File: config.mk
export PLATFORM = sky130hd
export DESIGN_NAME = adapter_btn_echo_master_spi
export DESIGN_NICKNAME = d
export VERILOG_FILES = /design/src/rtl/adapter_btn_echo_master_spi.sv
export SDC_FILE = /design/constraint.sdc
export NUM_CORES = 1
export LEC_CHECK = 0
export ABC_CLOCK_PERIOD_IN_PS = 7000
export CELL_PAD_IN_SITES_DETAIL_PLACEMENT = 2
export CELL_PAD_IN_SITES_GLOBAL_PLACEMENT = 2
export CORE_MARGIN = 2
export CORE_UTILIZATION = 38
export CTS_CLUSTER_DIAMETER = 120
export DETAILED_ROUTE_END_ITERATION = 10
export PLACE_DENSITY = 0.95
export SKIP_LAST_GASP = 1
export SYNTH_ARGS = -nofsm -noshare
export SYNTH_HDL_FRONTEND = slang
export SYNTH_SLANG_ARGS = --single-unit
File: constraint.sdc
create_clock -name clk -period 7 [get_ports clk]
set_input_delay 1.05 -clock clk [delete_from_list [all_inputs] [get_ports clk]]
set_output_delay 1.05 -clock clk [all_outputs]
set_load 0.02 [all_outputs]
File: src/rtl/adapter_btn_echo_master_spi.sv
// Test-fixture adapter: timed button pulse, sonar echo emulator and a mode-0 SPI master
// with optional expected-response checking (enabled by defining ADAPTER_EXPECT_CHECK_EN).
module adapter_btn_echo_master_spi #(
  parameter int SPI_DIV    = 4,
  parameter int ECHO_DELAY = 50,
  parameter int EXP_DEPTH  = 8
) (
  input  logic        clk,
  input  logic        rst_n,
  input  logic        btn_start,
  input  logic [31:0] btn_len,
  output logic        btn,
  input  logic        trig,
  input  logic [31:0] echo_width,
  output logic        echo,
  input  logic        tx_valid,
  output logic        tx_ready,
  input  logic [3:0]  tx_id,
  input  logic [27:0] tx_data,
  input  logic        exp_valid,
  output logic        spi_clk,
  output logic        spi_mosi,
  output logic        spi_cs,
  input  logic        spi_miso,
  output logic        rx_valid,
  output logic [31:0] rx_word,
  output logic        err,
  output logic        exp_ovf,
  output logic [1:0]  dbg_echo_state,
  output logic [1:0]  dbg_spi_state
);

  // tx handshake: a word transfers on a cycle where tx_valid && tx_ready; tx_ready is high
  // only while the SPI engine is idle and the caller holds tx_valid until it is accepted.

  typedef enum logic [1:0] {E_IDLE, E_DELAY, E_HIGH} echo_state_e;
  typedef enum logic [1:0] {S_IDLE, S_XFER, S_GAP} spi_state_e;

  localparam logic [31:0] DELAY_INIT = (ECHO_DELAY > 0) ? 32'(ECHO_DELAY - 1) : 32'd0;
  localparam logic [31:0] DIV_LAST   = 32'(SPI_DIV - 1);
  localparam logic [31:0] GAP_LAST   = 32'(2 * SPI_DIV - 2);

  // ---------------- button pulse ----------------
  logic        btn_q;
  logic [31:0] btn_cnt_q;

  always_ff @(posedge clk or negedge rst_n) begin
    if (!rst_n) begin
      btn_q     <= 1'b0;
      btn_cnt_q <= '0;
    end else if (btn_start) begin
      btn_q     <= (btn_len != 32'd0);
      btn_cnt_q <= btn_len;
    end else if (btn_q) begin
      if (btn_cnt_q == 32'd1) begin
        btn_q     <= 1'b0;
        btn_cnt_q <= '0;
      end else begin
        btn_cnt_q <= btn_cnt_q - 32'd1;
      end
    end
  end

  assign btn = btn_q;

  // ---------------- echo emulator ----------------
  logic [2:0]  trig_sync_q;
  logic        trig_rise;
  echo_state_e echo_state_q;
  logic [31:0] echo_cnt_q;
  logic        echo_q;

  assign trig_rise = trig_sync_q[1] & ~trig_sync_q[2];

  always_ff @(posedge clk or negedge rst_n) begin
    if (!rst_n) begin
      trig_sync_q  <= '0;
      echo_state_q <= E_IDLE;
      echo_cnt_q   <= '0;
      echo_q       <= 1'b0;
    end else begin
      trig_sync_q <= {trig_sync_q[1:0], trig};
      case (echo_state_q)
        E_IDLE: begin
          if (trig_rise) begin
            echo_state_q <= E_DELAY;
            echo_cnt_q   <= DELAY_INIT;
          end
        end
        E_DELAY: begin
          if (echo_cnt_q == 32'd0) begin
            if (echo_width != 32'd0) begin
              echo_state_q <= E_HIGH;
              echo_q       <= 1'b1;
              echo_cnt_q   <= echo_width - 32'd1;
            end else begin
              echo_state_q <= E_IDLE;
            end
          end else begin
            echo_cnt_q <= echo_cnt_q - 32'd1;
          end
        end
        E_HIGH: begin
          if (echo_cnt_q == 32'd0) begin
            echo_state_q <= E_IDLE;
            echo_q       <= 1'b0;
          end else begin
            echo_cnt_q <= echo_cnt_q - 32'd1;
          end
        end
        default: begin
          echo_state_q <= E_IDLE;
          echo_q       <= 1'b0;
        end
      endcase
    end
  end

  assign echo           = echo_q;
  assign dbg_echo_state = echo_state_q;

  // ---------------- SPI master ----------------
  spi_state_e  spi_state_q;
  logic        ready_q;
  logic        cs_q;
  logic        sclk_q;
  logic [31:0] tx_sh_q;
  logic [31:0] rx_sh_q;
  logic [31:0] div_cnt_q;
  logic [6:0]  half_q;
  logic        rx_valid_q;
  logic [31:0] rx_word_q;
  logic        frame_done;

  // First GAP cycle: the 32 received bits are complete and cs has just risen.
  assign frame_done = (spi_state_q == S_GAP) && (div_cnt_q == 32'd0);

  always_ff @(posedge clk or negedge rst_n) begin
    if (!rst_n) begin
      spi_state_q <= S_IDLE;
      ready_q     <= 1'b0;
      cs_q        <= 1'b1;
      sclk_q      <= 1'b0;
      tx_sh_q     <= '0;
      rx_sh_q     <= '0;
      div_cnt_q   <= '0;
      half_q      <= '0;
      rx_valid_q  <= 1'b0;
      rx_word_q   <= '0;
    end else begin
      rx_valid_q <= 1'b0;
      case (spi_state_q)
        S_IDLE: begin
          if (tx_valid && ready_q) begin
            spi_state_q <= S_XFER;
            ready_q     <= 1'b0;
            cs_q        <= 1'b0;
            tx_sh_q     <= {tx_id, tx_data};
            div_cnt_q   <= '0;
            half_q      <= '0;
          end else begin
            ready_q <= 1'b1;
          end
        end
        S_XFER: begin
          if (div_cnt_q == DIV_LAST) begin
            div_cnt_q <= '0;
            half_q    <= half_q + 7'd1;
            if (half_q == 7'd64) begin
              cs_q        <= 1'b1;
              spi_state_q <= S_GAP;
            end else if (!half_q[0]) begin
              sclk_q  <= 1'b1;
              rx_sh_q <= {rx_sh_q[30:0], spi_miso};
            end else begin
              // Zero fill leaves MOSI low once the last bit has been shifted out.
              sclk_q  <= 1'b0;
              tx_sh_q <= {tx_sh_q[30:0], 1'b0};
            end
          end else begin
            div_cnt_q <= div_cnt_q + 32'd1;
          end
        end
        S_GAP: begin
          if (frame_done) begin
            rx_valid_q <= 1'b1;
            rx_word_q  <= rx_sh_q;
          end
          if (div_cnt_q == GAP_LAST) begin
            spi_state_q <= S_IDLE;
            ready_q     <= 1'b1;
            div_cnt_q   <= '0;
          end else begin
            div_cnt_q <= div_cnt_q + 32'd1;
          end
        end
        default: begin
          spi_state_q <= S_IDLE;
          cs_q        <= 1'b1;
          sclk_q      <= 1'b0;
        end
      endcase
    end
  end

  assign tx_ready      = ready_q;
  assign spi_cs        = cs_q;
  assign spi_clk       = sclk_q;
  assign spi_mosi      = tx_sh_q[31];
  assign rx_valid      = rx_valid_q;
  assign rx_word       = rx_word_q;
  assign dbg_spi_state = spi_state_q;

  // ---------------- expectation check ----------------
`ifdef ADAPTER_EXPECT_CHECK_EN
  localparam int AW = $clog2(EXP_DEPTH);

  logic [31:0] fifo_mem [EXP_DEPTH];
  logic [AW:0] wr_ptr_q;
  logic [AW:0] rd_ptr_q;
  logic        fifo_empty;
  logic        fifo_full;
  logic        fifo_pop;
  logic        fifo_push;
  logic        err_q;
  logic        ovf_q;

  assign fifo_empty = (wr_ptr_q == rd_ptr_q);
  assign fifo_full  = (wr_ptr_q[AW-1:0] == rd_ptr_q[AW-1:0]) && (wr_ptr_q[AW] != rd_ptr_q[AW]);
  assign fifo_pop   = frame_done && !fifo_empty;
  // A full FIFO still accepts a push when the same cycle frees a slot.
  assign fifo_push  = exp_valid && (!fifo_full || fifo_pop);

  always_ff @(posedge clk) begin
    if (fifo_push) fifo_mem[wr_ptr_q[AW-1:0]] <= {tx_id, tx_data};
  end

  always_ff @(posedge clk or negedge rst_n) begin
    if (!rst_n) begin
      wr_ptr_q <= '0;
      rd_ptr_q <= '0;
      err_q    <= 1'b0;
      ovf_q    <= 1'b0;
    end else begin
      if (fifo_push) wr_ptr_q <= wr_ptr_q + 1'b1;
      if (exp_valid && !fifo_push) ovf_q <= 1'b1;
      if (fifo_pop) begin
        rd_ptr_q <= rd_ptr_q + 1'b1;
        if (fifo_mem[rd_ptr_q[AW-1:0]] != rx_sh_q) err_q <= 1'b1;
      end
    end
  end

  assign err     = err_q;
  assign exp_ovf = ovf_q;
`else
  logic unused_exp_valid;
  assign unused_exp_valid = exp_valid;
  assign err              = 1'b0;
  assign exp_ovf          = 1'b0;
`endif

endmodule

==> impl_metrics.csv, run 1 <==
group,metric,value,unit
sta,tightest_slew,1.22,ns
sta,final.period_utilization,62.0,%
cells_and_area,drive_above_1_share,11.1,%
sta,finalHoldViolations,0,
clock_network,cts_sinks,212,
placement,dpl.cell_count,1709,
yosys,synth-main-ff-cell,"dfrtp_1",
setup_path,critPathMaxStageDelay,0.80,ns
sta,max_slew_margin,18.2,%
yosys,synth_top_area_share,46.3,%
setup_path,path_common_cell,"nand4_1",
cells_and_area,syn_to_final_growth,23.7,%
sta,finalSetupTns,0,ns
clock_network,cts_resized,0,
power,p_int,0.00252,W
yosys,avgSynthCellArea,9.40,µm²
sta,max_freq,0.230,GHz
detailed_routing,routed-via-count,10709,
sta,rsz0062_at_grt,"false",
placement,dp_hpwl,28500,µm
detailed_routing,first_pass_iters,5,
floorplan,die_width,177,µm
yosys,synthTopCellsByCount,"211 x dfrtp_1, 103 x nor2_1, 100 x o21ai_0",
outcome,status,"finished clean",
detailed_routing,drtIter0Drc,788,
power,power_leakage,5.86,nW
yosys,synth-edff-count,0,
setup_path,crit_required,7.39,ns
power,ir_worst_vdd,158,µV
cells_and_area,diodes,0,
floorplan,core.rowCount,63,
floorplan,fp.coreArea,29600,µm²
sta,setup_violations,0,
placement,routabilityCongestion,0.861,
global_routing,grt_pass1_vias,12012,
global_routing,grt_max_degree,75,
cells_and_area,fin_util,47.7,%
power,p_seq_share,39.0,%
setup_path,start_kind,"flop",
clock_network,cts_tree,"yes",
power,sw_frac_of_total,33.7,%
setup_path,arrival,4.73,ns
setup_path,path_cells,"nor4_1, nand4_1, or4_1, nor2_1, nand4_1, buf_4, and2_1, a21oi_1",
clock_network,post-cts-setup-buffers,0,
sta,fin_crit,4.34,ns
global_routing,globalRouteTotalUtil,29.3,%
global_routing,gr-total-overflow,0,
power,powerDensity,270,nW/µm²
setup_path,critPathKind,"reg2reg",
detailed_routing,drt-total-wl,46200,µm
setup_path,cp_max_fo,32,
sta,fin_skew,0.0259,ns
floorplan,initial_utilization,38.6,%
floorplan,io_pins,148,
sta,slew_violations,0,
power,pwr-share-clk,37.7,%
detailed_routing,wl_per_cell,26.3,µm
flow_run,drv_cap,0,
power,p_sw,0.00128,W
clock_network,h-tree-depth,1,
clock_network,clock_path_buffers,3,
yosys,yosys_warnings,0,
yosys,synth_top_area_cell,"dfrtp_1",
global_routing,antenna_found_initial,0,
clock_network,root_buffer,"clkbuf_16",
global_routing,grt_pass1_wl,72000,µm
yosys,synth_area,11400,µm²
placement,placedInstanceArea,13200,µm²
yosys,synthArstFlopShare,100,%
cells_and_area,final_cells,1755,
clock_network,clk_latency,0.54,ns
floorplan,die_area,31400,µm²
power,pwr-share-comb,23.4,%
detailed_routing,via_per_inst,6.10,
floorplan,die_h,177,µm
placement,port_buffers,144,
yosys,ys_top_cells_by_area,"dfrtp_1 46%, mux2_2 6.7%, o21ai_0 4.4%",
setup_path,worst_path_max_delay_cell,"or4_1",
setup_path,end_kind,"flop",
clock_network,cts-buffers-inserted,25,
clock_network,path_clk_slew,0.06,ns
sta,fin_hold_ws,0.351,ns
yosys,synth_seq_cells,212,
cells_and_area,fin_nets,1467,
yosys,synthDistinctLibCells,77,
detailed_routing,remaining_drc_errors,0,
cells_and_area,design_area,14100,µm²
yosys,yosysSeqAreaShare,46.5,%
worst_hold_path,min_path_type,"reg2reg",
detailed_routing,ant_nets,0,
yosys,synth.most_common_cell,"dfrtp_1",
yosys,synth_cells,1213,
clock_network,cts_hold_buf,0,
==> layout make-up <==
cell class	count	area, µm²
fill	3037	15400
multi-input combinational	887	5660
sequential	212	5310
timing repair buffer	155	1520
clock buffer	34	719
tap	390	488
inverter	65	244
clock inverter	12	164
==> placed cells by master (no fill, tap or decap), types with 8 or more instances in the layout <==
| master | synthesis | layout |
|---|---|---|
| or4_1 | 16 | 16 |
| nor4_1 | 36 | 35 |
| dfrtp_1 | 211 | 211 |
| clkbuf_16 | 0 | 25 |
| nand2b_1 | 8 | 8 |
| mux2_2 | 68 | 68 |
| o21ai_0 | 100 | 100 |
| a22o_1 | 8 | 8 |
| a21oi_1 | 78 | 78 |
| nand3_1 | 31 | 31 |
| buf_4 | 2 | 11 |
| o22ai_1 | 36 | 36 |
| xor2_1 | 34 | 34 |
| nor3_1 | 56 | 56 |
| and3_1 | 9 | 9 |
| xnor2_1 | 34 | 34 |
| nor2_1 | 103 | 102 |
| or2_2 | 8 | 8 |
| inv_1 | 64 | 64 |
| nand4_1 | 12 | 12 |
| ha_1 | 18 | 18 |
| or3_1 | 21 | 21 |
| clkdlybuf4s50_1 | 0 | 142 |
| nand2_1 | 87 | 87 |
==> final timing paths <==
path / slack (ns) / start / cells past startpoint / end
worst max-delay path: 2.66 / div_cnt_q[7] / 8 / tx_sh_q[11]
worst min-delay path: 0.35 / trig_sync_q[0] / 0 / trig_sync_q[1]
worst max register to register: 2.66 / div_cnt_q[7] / 8 / tx_sh_q[11]
worst min register to register: 0.35 / trig_sync_q[0] / 0 / trig_sync_q[1]
max in group asynchronous: 5.10 / rst_n / 2 / tx_sh_q[26]
min in group asynchronous: 0.51 / rst_n / 1 / tx_sh_q[11]
==> state kept, by name, summed over array words and instances (netlist names) <==
signal / flops
echo_cnt_q: 32
rx_sh_q: 32
spi_clk: 1
tx_sh_q: 32
spi_cs: 1
tx_ready: 1
div_cnt_q: 32
rx_valid: 1
half_q: 7
dbg_echo_state: 2
rx_word: 32
btn: 1
echo: 1
trig_sync_q: 3
btn_cnt_q: 32
dbg_spi_state: 2
==> through the flow <==
step	power (W)	setup WS (ns)
3_5_place_dp	0.00231	2.23
5_1_grt	0.00395	2.52
4_1_cts	0.00382	2.74
3_3_place_gp	0.00222	2.40
2_1_floorplan	0.00196	3.61
6_report	0.00381	2.66
==> power by group through the flow <==
stage | Sequential [W] | Clock (W) | Combinational, W
after CTS | 0.00148 | 0.00145 | 0.000886
after global routing | 0.00150 | 0.00149 | 0.000956
after global placement | 0.00147 | 0 | 0.000750
final | 0.00148 | 0.00143 | 0.000890
after detailed placement | 0.00149 | 0 | 0.000822
after floorplan | 0.00147 | 0 | 0.000486
==> cells by family (layout without fill, tap and decap cells) <==
kind of cell	count (synthesis)	count (layout)	share of synthesized area, %
simple gates	425	425	19.0
compound gates	301	301	16.1
flops	212	212	46.5
mux	73	73	7.16
fa+ha+maj	18	18	1.97
other cells	1	2	0.0329
xor+xnor	68	68	5.22
buf+inv	115	266	3.99
==> routing by layer <==
layer,global-route usage [%],part of all wire [%],vias up
li1,-,-,4669
met1,34.7,40,5511
met2,53.9,52,400
met3,4.17,4.9,129
met4,10.3,3.5,0
met5,0,0,-
==> worst max-delay path: cells and delay by family (launching register included) <==
kind | cells | cell delay, ns
simple gates | 6 | 2.91
buf+inv | 1 | 0.29
flops | 1 | 0.47
compound gates | 1 | 0.53
No activity file was read; power rests on OpenSTA's default activity.
==> run 2, diff against run 1 <==
- ABC_CLOCK_PERIOD_IN_PS: 7000 -> 4400
- CORE_UTILIZATION: 38 -> 35
- PLACE_DENSITY: 0.95 -> 0.89
- clock period: 7 -> 4.4 ns (I/O delays scaled with it)
==> impl_metrics.csv, run 2 (synthesized netlist as in run 1, its figures left out) <==
group,metric,value,unit
setup_path,arrival,4.01,ns
power,ir_worst_vdd,246,µV
clock_network,clk_latency,0.52,ns
sta,final.period_utilization,82.3,%
floorplan,die_width,185,µm
global_routing,globalRouteTotalUtil,23.1,%
power,powerDensity,402,nW/µm²
sta,finalSetupTns,0,ns
clock_network,root_buffer,"clkbuf_16",
detailed_routing,remaining_drc_errors,0,
sta,tightest_slew,1.15,ns
setup_path,path_delay_family,"simple AND/OR/NAND/NOR gates",
detailed_routing,drt-total-wl,39400,µm
clock_network,cts-buffers-inserted,25,
sta,setup_ws,0.780,ns
clock_network,path_clk_slew,0.06,ns
clock_network,clock_path_buffers,3,
floorplan,die_area,34000,µm²
clock_network,h-tree-depth,1,
detailed_routing,ant_nets,0,
flow_run,drv_cap,0,
sta,max_slew_margin,23.4,%
clock_network,cts_tree,"yes",
cells_and_area,syn_to_final_growth,24.1,%
sta,fin_skew,0.0127,ns
sta,finalHoldViolations,0,
clock_network,cts_sinks,212,
floorplan,die_h,185,µm
sta,rsz0062_at_grt,"false",
power,sw_frac_of_total,32.3,%
setup_path,r2r_cells,9,
sta,setup_violations,0,
global_routing,grt_pass1_vias,11426,
sta,max_freq,0.276,GHz
setup_path,r2r-end,"div_cnt_q[31]",
setup_path,start_kind,"flop",
detailed_routing,first_pass_iters,4,
cells_and_area,diodes,0,
clock_network,post-cts-setup-buffers,0,
setup_path,regToRegSetupSlack,0.78,ns
power,p_seq_share,41.1,%
setup_path,reg2reg_from,"dbg_spi_state[0]",
setup_path,path_cells,"inv_1, ha_1, a21bo_2, nand3b_1, nor4b_1, nand4_1, nor3_1, xnor2_1, nor2_1",
power,p_sw,0.00184,W
cells_and_area,nFillCells,3430,
setup_path,crit_required,4.79,ns
floorplan,initial_utilization,35.3,%
power,power_leakage,5.84,nW
setup_path,worst_path_max_delay_cell,"nor4b_1",
power,pwr-share-comb,23.4,%
clock_network,cts_hold_buf,0,
floorplan,io_pins,148,
sta,fin_crit,3.62,ns
global_routing,grt_pass1_wl,62700,µm
setup_path,worst-path-buf-inv,1,
floorplan,core.rowCount,66,
cells_and_area,drive_above_1_share,10.9,%
setup_path,end_kind,"flop",
cells_and_area,fin_nets,1475,
setup_path,critPathMaxStageDelay,0.92,ns
placement,routabilityCongestion,0.896,
outcome,status,"finished clean",
sta,slew_violations,0,
power,p_int,0.00385,W
floorplan,fp.coreArea,32300,µm²
global_routing,antenna_found_initial,0,
detailed_routing,drtIter0Drc,425,
detailed_routing,via_per_inst,5.70,
clock_network,cts_resized,0,
detailed_routing,wl_per_cell,21.8,µm
cells_and_area,layout_common_cells,"211 x dfrtp_1, 142 x clkdlybuf4s50_1, 103 x nor2_1, 100 x o21ai_0, 87 x nand2_1",
setup_path,critPathKind,"reg2reg",
worst_hold_path,min_path_type,"in2async",
global_routing,gr-total-overflow,0,
placement,port_buffers,144,
setup_path,cp_max_fo,16,
cells_and_area,mostFrequentLayoutCell,"dfrtp_1",
placement,dp_hpwl,27900,µm
global_routing,grt_max_degree,122,
power,pwr-share-clk,35.5,%
detailed_routing,routed-via-count,10325,
placement,dp_slack,0.427,ns
run 2: changes by cell type in the layout (fill, tap and decap cells not counted):
cell / change
clkinv_2: -5
bufinv_16: -3
clkbuf_1: +5
inv_6: -1
nor2_1: +1
buf_12: +2
nor2_2: -1
buf_4: +6
run 2: power by group through the flow:
stage,Sequential (W),Combinational (W),Clock (W)
global route,0.00236,0.00147,0.00213
CTS,0.00234,0.00134,0.00207
finish,0.00234,0.00133,0.00202
global placement,0.00233,0.00123,0
detailed placement,0.00236,0.00132,0
floorplan,0.00234,0.000773,0
run 2: layout make-up:
cell class              count  area [µm²]  share of cell area [%]
clock buffers              39         738                    5.22
flip-flops and latches    212        5310                    37.5
well taps                 442         553                    3.91
inverters                  65         244                    1.72
clock inverters             3        40.0                   0.283
multi-input cells         887        5660                    40.0
repair buffers            163        1610                    11.4
run 2: worst max path at each step:
stage	from	endpoint	slack, ns	cells past startpoint
after floorplan	echo_width[17]	echo_cnt_q[23]	1.40	8
after global placement	echo_width[15]	echo_cnt_q[25]	0.53	9
after detailed placement	echo_width[15]	echo_cnt_q[25]	0.43	9
after CTS	div_cnt_q[7]	tx_sh_q[21]	0.77	8
after global routing	dbg_spi_state[0]	div_cnt_q[31]	0.50	9
final	dbg_spi_state[0]	div_cnt_q[31]	0.78	9
run 2: per-stage QoR:
stage	area (µm²)	cells	util, %	hold slack (ns)	power (W)
finish	14200	1811	43.8	0.210	0.00569
global route	14200	1811	43.8	0.290	0.00597
CTS	14200	1811	43.8	0.270	0.00575
detailed placement	13400	1769	41.4	0.350	0.00368
global placement	13400	1769	41.4	0.332	0.00357
floorplan	11400	1214	-	0.331	0.00311
run 2: metal layers:
metal  GRT usage (%)  share of wire [%]  vias to the layer above
li1                -                  -                     4669
met1            27.7                 41                     5333
met2            42.7                 52                      260
met3            3.54                4.6                       63
met4            6.08                2.2                        0
met5               0                  0                        -
run 2: worst register-to-register path, stage by stage (launching register included):
cell,delay (ns)
dfrtp_1,0.40
inv_1,0.10
ha_1,0.41
a21bo_2,0.40
nand3b_1,0.22
nor4b_1,0.92
nand4_1,0.44
nor3_1,0.38
xnor2_1,0.16
nor2_1,0.06
